`src/rtl/instr_encoder.sv`:
```
// -----------------------------------------------------------------------------
// instr_encoder
//
// Program-load engine. It takes structured instruction descriptors (a mnemonic
// class plus register, immediate and jump-target fields) and turns each one into
// a 32-bit MIPS instruction word. The words are written into instruction memory
// at consecutive word addresses, starting at BASE_ADDR. The opcode, funct and
// field layout match the ID-stage decoder, so every word written decodes back
// to the descriptor that produced it.
//
// Parameters
//   DWIDTH    : instruction word width (only 32 is meaningful)
//   AWIDTH    : imem word-address width
//   BASE_ADDR : first word address written after start
//
// Ports
//   clk, rstn          : clock, synchronous active-low reset
//   start              : one-cycle pulse that opens a session (IDLE/DONE only)
//   in_valid/in_ready  : descriptor handshake
//   in_kind .. in_last : descriptor fields
//   imem_we/imem_wready: write handshake toward imem
//   imem_waddr/wdata   : write address and encoded word
//   busy, done, err    : status (err is sticky: illegal kind or overflow)
//   count              : words whose write completed this session
//   dbg_state          : current FSM state (0 IDLE, 1 LOAD, 2 DRAIN, 3 DONE)
//
// Handshake semantics (both interfaces): a transfer happens on a rising edge
// where valid and ready are both high. Once the output register raises
// imem_we, it holds imem_we/imem_waddr/imem_wdata unchanged until imem_wready
// is seen. Readiness never depends on the same-cycle valid from the producer
// of that transfer.
// -----------------------------------------------------------------------------
module instr_encoder #(
    parameter int DWIDTH    = 32,
    parameter int AWIDTH    = 10,
    parameter int BASE_ADDR = 0
) (
    input  logic              clk,
    input  logic              rstn,
    input  logic              start,
    input  logic              in_valid,
    output logic              in_ready,
    input  logic [3:0]        in_kind,
    input  logic [4:0]        in_rs,
    input  logic [4:0]        in_rt,
    input  logic [4:0]        in_rd,
    input  logic [15:0]       in_imm,
    input  logic [25:0]       in_addr,
    input  logic              in_last,
    output logic              imem_we,
    input  logic              imem_wready,
    output logic [AWIDTH-1:0] imem_waddr,
    output logic [DWIDTH-1:0] imem_wdata,
    output logic              busy,
    output logic              done,
    output logic              err,
    output logic [AWIDTH:0]   count,
    output logic [1:0]        dbg_state
);

    // Descriptor kinds
    localparam logic [3:0] K_ADD  = 4'd0;
    localparam logic [3:0] K_SUB  = 4'd1;
    localparam logic [3:0] K_AND  = 4'd2;
    localparam logic [3:0] K_OR   = 4'd3;
    localparam logic [3:0] K_NOR  = 4'd4;
    localparam logic [3:0] K_SLT  = 4'd5;
    localparam logic [3:0] K_JR   = 4'd6;
    localparam logic [3:0] K_ADDI = 4'd7;
    localparam logic [3:0] K_SLTI = 4'd8;
    localparam logic [3:0] K_LW   = 4'd9;
    localparam logic [3:0] K_SW   = 4'd10;
    localparam logic [3:0] K_BEQ  = 4'd11;
    localparam logic [3:0] K_J    = 4'd12;
    localparam logic [3:0] K_JAL  = 4'd13;
    localparam logic [3:0] K_NOP  = 4'd14;
    localparam logic [3:0] K_ILL  = 4'd15;

    // Opcodes
    localparam logic [5:0] OP_RTYPE = 6'h00;
    localparam logic [5:0] OP_J     = 6'h02;
    localparam logic [5:0] OP_JAL   = 6'h03;
    localparam logic [5:0] OP_BEQ   = 6'h04;
    localparam logic [5:0] OP_ADDI  = 6'h08;
    localparam logic [5:0] OP_SLTI  = 6'h0A;
    localparam logic [5:0] OP_LW    = 6'h23;
    localparam logic [5:0] OP_SW    = 6'h2B;

    // R-type funct codes
    localparam logic [5:0] FN_JR  = 6'h08;
    localparam logic [5:0] FN_ADD = 6'h20;
    localparam logic [5:0] FN_SUB = 6'h22;
    localparam logic [5:0] FN_AND = 6'h24;
    localparam logic [5:0] FN_OR  = 6'h25;
    localparam logic [5:0] FN_NOR = 6'h27;
    localparam logic [5:0] FN_SLT = 6'h2A;

    localparam logic [AWIDTH-1:0] BASE     = AWIDTH'(BASE_ADDR);
    localparam logic [AWIDTH-1:0] TOP_ADDR = {AWIDTH{1'b1}};
    localparam logic [AWIDTH:0]   CNT_ONE  = (AWIDTH+1)'(1);

    typedef enum logic [1:0] {
        ST_IDLE  = 2'd0,
        ST_LOAD  = 2'd1,
        ST_DRAIN = 2'd2,
        ST_DONE  = 2'd3
    } state_t;

    state_t              r_state;
    logic                r_we;
    logic [AWIDTH-1:0]   r_waddr;
    logic [DWIDTH-1:0]   r_wdata;
    logic [AWIDTH-1:0]   r_wptr;
    logic [AWIDTH:0]     r_count;
    logic                r_err;

    logic [31:0]         w_enc;
    logic                w_legal;
    logic                w_in_ready;
    logic                w_accept;
    logic                w_wdone;

    // -------------------------------------------------------------------------
    // Encoder: pure combinational map from descriptor to instruction word.
    // Fields a kind does not use are simply not wired into its word.
    // -------------------------------------------------------------------------
    always_comb begin
        w_enc   = 32'h0000_0000;
        w_legal = 1'b1;
        case (in_kind)
            K_ADD:  w_enc = {OP_RTYPE, in_rs, in_rt, in_rd, 5'b0, FN_ADD};
            K_SUB:  w_enc = {OP_RTYPE, in_rs, in_rt, in_rd, 5'b0, FN_SUB};
            K_AND:  w_enc = {OP_RTYPE, in_rs, in_rt, in_rd, 5'b0, FN_AND};
            K_OR:   w_enc = {OP_RTYPE, in_rs, in_rt, in_rd, 5'b0, FN_OR};
            K_NOR:  w_enc = {OP_RTYPE, in_rs, in_rt, in_rd, 5'b0, FN_NOR};
            K_SLT:  w_enc = {OP_RTYPE, in_rs, in_rt, in_rd, 5'b0, FN_SLT};
            K_JR:   w_enc = {OP_RTYPE, in_rs, 15'b0, FN_JR};
            K_ADDI: w_enc = {OP_ADDI, in_rs, in_rt, in_imm};
            K_SLTI: w_enc = {OP_SLTI, in_rs, in_rt, in_imm};
            K_LW:   w_enc = {OP_LW, in_rs, in_rt, in_imm};
            K_SW:   w_enc = {OP_SW, in_rs, in_rt, in_imm};
            K_BEQ:  w_enc = {OP_BEQ, in_rs, in_rt, in_imm};
            K_J:    w_enc = {OP_J, in_addr};
            K_JAL:  w_enc = {OP_JAL, in_addr};
            K_NOP:  w_enc = 32'h0000_0000;
            K_ILL:  w_legal = 1'b0;
            default: w_legal = 1'b0;
        endcase
    end

    // -------------------------------------------------------------------------
    // Handshakes. The single output register can take a new word whenever it
    // is empty or is being emptied this same edge, which gives one word per
    // cycle with imem_wready high and no bubble on release of backpressure.
    // -------------------------------------------------------------------------
    assign w_wdone    = r_we && imem_wready;
    assign w_in_ready = (r_state == ST_LOAD) && (!r_we || imem_wready);
    assign w_accept   = in_valid && w_in_ready;

    // -------------------------------------------------------------------------
    // FSM and output register
    // -------------------------------------------------------------------------
    always_ff @(posedge clk) begin
        if (!rstn) begin
            r_state <= ST_IDLE;
            r_we    <= 1'b0;
            r_waddr <= BASE;
            r_wdata <= '0;
            r_wptr  <= BASE;
            r_count <= '0;
            r_err   <= 1'b0;
        end else begin
            // count tracks completed writes, which can finish in LOAD or DRAIN
            if (w_wdone) begin
                r_count <= r_count + CNT_ONE;
            end

            case (r_state)
                ST_IDLE, ST_DONE: begin
                    if (start) begin
                        r_state <= ST_LOAD;
                        r_wptr  <= BASE;
                        r_count <= '0;
                        r_err   <= 1'b0;
                    end
                end

                ST_LOAD: begin
                    if (w_accept) begin
                        if (w_legal) begin
                            r_we    <= 1'b1;
                            r_waddr <= r_wptr;
                            r_wdata <= w_enc;
                            r_wptr  <= r_wptr + 1'b1;
                            // Writing the last address ends the session; it is
                            // flagged as overflow even if in_last is also set.
                            if (r_wptr == TOP_ADDR) begin
                                r_err   <= 1'b1;
                                r_state <= ST_DRAIN;
                            end else if (in_last) begin
                                r_state <= ST_DRAIN;
                            end
                        end else begin
                            // Illegal kind: consume and drop. Any pending
                            // write is necessarily completing this edge.
                            r_err <= 1'b1;
                            if (w_wdone) begin
                                r_we <= 1'b0;
                            end
                            if (in_last) begin
                                r_state <= ST_DRAIN;
                            end
                        end
                    end else if (w_wdone) begin
                        r_we <= 1'b0;
                    end
                end

                ST_DRAIN: begin
                    if (!r_we || imem_wready) begin
                        r_we    <= 1'b0;
                        r_state <= ST_DONE;
                    end
                end

                default: begin
                    r_state <= ST_IDLE;
                end
            endcase
        end
    end

    // -------------------------------------------------------------------------
    // Outputs
    // -------------------------------------------------------------------------
    assign in_ready   = w_in_ready;
    assign imem_we    = r_we;
    assign imem_waddr = r_waddr;
    assign imem_wdata = r_wdata;
    assign busy       = (r_state == ST_LOAD) || (r_state == ST_DRAIN);
    assign done       = (r_state == ST_DONE);
    assign err        = r_err;
    assign count      = r_count;
    assign dbg_state  = r_state;

endmodule

```
`config.mk`:
```
export PLATFORM = sky130hd
export DESIGN_NAME = instr_encoder
export DESIGN_NICKNAME = d
export VERILOG_FILES = /design/src/rtl/instr_encoder.sv
export SDC_FILE = /design/constraint.sdc
export NUM_CORES = 1
export LEC_CHECK = 0
export ABC_AREA = 1
export CAP_MARGIN = 20
export CORE_MARGIN = 1
export CORE_UTILIZATION = 32
export DETAILED_ROUTE_END_ITERATION = 10
export PLACE_DENSITY = 0.59
export SLEW_MARGIN = 20
export SYNTH_ARGS = -nofsm -noshare
export SYNTH_HDL_FRONTEND = slang
export SYNTH_SLANG_ARGS = --single-unit
export TNS_END_PERCENT = 50
```
`constraint.sdc`:
```
create_clock -name clk -period 4.35 [get_ports clk]
set_clock_uncertainty 0.1 [all_clocks]
set_input_delay 0.6525 -clock clk [delete_from_list [all_inputs] [get_ports clk]]
set_output_delay 0.6525 -clock clk [all_outputs]
set_load 0.1 [all_outputs]
```
# Word-level counts from Yosys, hierarchy flattened
# Index checks and enable logic that the tools add are counted.
[word_totals] ff_bits=67 latchBits=0 ram_bits=0 mem_bits_ro=0 n_memories=0
[op_classes] n_addsub=2 multipliers=0 div=0 n_lt_le_gt_ge=0 eq_ne=23 shift=0 n_mux=25 bitwise=1 reduce_logical=16
[op_table] operator="$pmux 32 s14" n=1
[op_table] operator="$mux 11" n=3
[op_table] operator="$mux 10" n=3
[op_table] operator="$eq 4x4->1 const B" n=7
[op_table] operator="$pmux 10 s2" n=1
[op_table] operator="$eq 4x3->1 const B" n=4
[op_table] operator="$mux 2" n=6
[op_table] operator="$add 11x1->11 const B" n=1
[op_table] operator="$add 10x1->10 const B" n=1
[op_table] operator="$eq 10x10->1 const B" n=1
[op_table] operator="$eq 4x2->1 const B" n=2
[op_table] operator="$mux 1" n=8
[op_table] operator="$ne 2x2->1 const B" n=4
[op_table] operator="$reduce_and 4->1" n=2
[op_table] operator="$pmux 2 s3" n=1
[op_table] operator="$reduce_and 3->1" n=2
[op_table] operator="$eq 2x2->1 const B" n=2
[op_table] operator="$eq 4x1->1 const B" n=1
[op_table] operator="$logic_not 4->1" n=1
[op_table] operator="$pmux 1 s2" n=2
[op_table] operator="$reduce_bool 2->1" n=2
[op_table] operator="$logic_and 1x1->1" n=3
[op_table] operator="$ne 3x1->1 const B" n=1
[op_table] operator="$eq 2x1->1 const B" n=1
[op_table] operator="6 further kinds" n=7

# Longest topological paths before layout
[depth] word_depth=6 mapped_depth=10

# Worst setup path before layout
# No wires, ideal clock.
[synth_timing] path_type="register -> output" start="register r_state[0] (netlist: dbg_state[0])" end="output in_ready" arrival_ps=2705 slack_ps=892 path_stages_with_launch=4 path_buffers=0 cell_sequence="dfxtp_1 > ha_1 > inv_1 > nor2_1"
[synth_via] elab_chain_len=2
[synth_lines] item="start, declared" line_no="109" source="state_t r_state;"
[synth_lines] item="start signal, assigned" line_no="165" source="r_state <= ST_IDLE;"
[synth_lines] item="start signal, assigned" line_no="181" source="r_state <= ST_LOAD;"
[synth_lines] item="start signal, assigned" line_no="199" source="r_state <= ST_DRAIN;"
[synth_lines] item="$eq 2x1->1" line_no="157" source="assign w_in_ready = (r_state == ST_LOAD) && (!r_we || imem_wready);"
[synth_lines] item="$logic_and 1x1->1" line_no="157"
[synth_lines] item="end, declared" line_no="42" source="output logic in_ready,"
# Every way passes these cells.

# Worst setup path in the final report
[layout_timing] start="register r_state[0] (netlist: dbg_state[0])" end="output busy"
[layout_via] elab_chain_len=2 word_cells_on_any_way=3
[layout_lines] item="$eq 2x1->1 / $eq 2x2->1 (equally long branches)" line_no="240" source="assign busy = (r_state == ST_LOAD) || (r_state == ST_DRAIN);"
[layout_lines] item="$logic_or 1x1->1 *" line_no="240"
[layout_lines] item="end, declared" line_no="54" source="output logic busy,"
# Every way passes the cells marked *; elsewhere a longest branch is shown, timed or not.

==> metrics.txt <==
CTS tree done; share of post-route cells with drive strength above 1 0.0453; DR iter-0 viols 169; Synth Net Count 569; setup_tns 0 ns; post-place setup slack 1.33 ns; clk buf depth 2; die area 10900 um^2; Tightest Pin Transition 1.02 ns; largest net degree at the start of global routing 40; vias per cell 4.69; final period utilization 0.732; CP max FO 5; die width 104 um; final core occ 0.488; Synth-to-Final Area Change 45.2%; Synth warnings 0; Critical Path RT 3.60 ns; post-synth top area cell dfxtp_1; top_reg_cell synth dfxtp_1; synth cell count leaders nand2_1 (162), dfxtp_1 (66), a21oi_1 (58); post-synth top area share 0.395; DRT Pass-1 Iters 4; crit-path cells inv_1, ha_1, inv_1, clkdlybuf4s50_1; DRC Markers 0; core footprint 9950 um^2; outcome completed; final WL 9570 um; WL/cell 12.7 um; sequential area share after synthesis 0.395; fin. max-slew vios 0; hold buffer count at CTS 0; EDFF count, synth 0; Distinct cells, synth 33; dominant cell by count in the synthesized netlist nand2_1; cell area power density 402 nW/um^2; setup bufs post-CTS 0; initial core utilization 0.336; Non-Filler Instances 751; asr flop ratio synth 0; Total Power 1.95 mW; slowest cell delay on critical path 1.16 ns; worst r2r src dbg_state[1]$_SDFFE_PN0P_; Final Cell Area 4860 um^2; Syn Inst Count 497; Placement Rows 36; placed insts 735; Clk pin slew, worst setup/hold paths 0.07 ns; I/O Pins 127; Fmax achieved 314 MHz; CTS buffer count 9; first-pass GRT wire length 15900 um; average cell area after synthesis 6.73 um^2; Hold Slack 0.367 ns; crit path time final 3.18 ns; Setup violations, final 0; Final #Nets 685; vias in the first global route 3384; Antenna Cells 0; # clock sinks 66; detailed-route via count 3525; most numerous cell on the critical path inv_1; clk_lat worst skew 0.34 ns; RSZ-0062 raised after global routing no; Slowest cell on crit path clkdlybuf4s50_1; Tightest Hold Check Type flop to flop; synth top area cells dfxtp_1 (40%), nand2_1 (18%), a21oi_1 (8.7%); max_cap viols 0; Detail Placement HPWL 7140 um; placed cell area 4640 um^2; Critical Path End Type primary output; Worst EP arrival 2.43 ns; register bit count reported by yosys 66; post-route ant nets 0; Pleak 1.82 nW; final worst setup slack 1.17 ns; fillers 1000; CP Launch Point dbg_state[0]$_SDFFE_PN0P_; H-tree level count 3; grt ovf 0; CTS root buf clkbuf_8; Hold Path Origin imem_wdata[27]$_SDFFE_PN0P_; Syn Std Cell Area 3340 um^2; initial antenna violation count 0; Rel. slew slack 0.320; Die Y 104 um; Final Hold Vio Count 0; Max VDD drop 0.000171 V; GPL Wtd Cong 0.792; PortBufs 125; CP startpoint kind flop; CP Class flop to primary output; cts repair resizes 0; gr usage total 0.181
## layout by cell type (no fill, tap or decap), types with 3 or more instances in the layout
cell type,count
a21oi_1,58
a22o_1,5
a31oi_1,3
buf_4,3
dfxtp_1,66
nor2_1,36
o21ai_0,21
nand3_1,27
ha_1,5
inv_1,45
nor2_4,3
clkbuf_8,10
clkdlybuf4s50_1,124
o21ai_1,10
nand2_1,162
nand4_1,13
nor3_1,3
## state kept, by name (all words and copies together), names as in the netlist
signal and flops:
err 1, count 11, imem_wdata 31, imem_we 1, dbg_state 2, r_wptr 10, imem_waddr 10
## cells by family (layout without fill, tap and decap cells)
family,Yosys count,in the layout,share of synthesized area
other cells,1,1,0.00112
fa+ha+maj,5,5,0.0187
buf+inv,68,189,0.0928
compound gates,103,103,0.166
xor+xnor,4,4,0.0105
flops,66,66,0.395
simple gates,250,250,0.316
## layer usage
metal | part of all wire | track usage | up-vias
met4 | 0.021 | 0.0663 | 0
met5 | 0 | 0 | -
met2 | 0.45 | 0.288 | 107
li1 | - | - | 1846
met3 | 0.066 | 0.0583 | 17
met1 | 0.46 | 0.229 | 1555
## final timing paths
kind | slack (ns) | cells after the start | to
max reg2reg | 1.66 | 7 | imem_wdata[29]$_SDFFE_PN0P_
max | 1.17 | 4 | busy
min reg2reg | 0.37 | 2 | imem_wdata[27]$_SDFFE_PN0P_
min | 0.37 | 2 | imem_wdata[27]$_SDFFE_PN0P_
## where the power goes
part | switching [mW] | leakage (nW) | internal (mW)
clock network | 0.243 | 0.109 | 0.337
logic | 0.508 | 1.18 | 0.188
registers | 0.0301 | 0.536 | 0.646
## worst max-delay path: cells and delay by family, from the launching register on
kind / cells / cell delay [ns]
adder cells (fa/ha/maj): 1 / 0.35
buffers and inverters: 3 / 1.37
flip-flops: 1 / 0.37
## cell type report
cell class | count | area [um^2] | share of cell area
Sequential cell | 66 | 1320 | 0.272
Clock inverter | 5 | 77.6 | 0.0160
Tap cell | 133 | 166 | 0.0343
Inverter | 46 | 173 | 0.0356
Timing Repair Buffer | 127 | 1260 | 0.260
Clock buffer | 11 | 141 | 0.0291
Multi-Input combinational cell | 363 | 1710 | 0.353
Power figures use the tool's default switching activity.
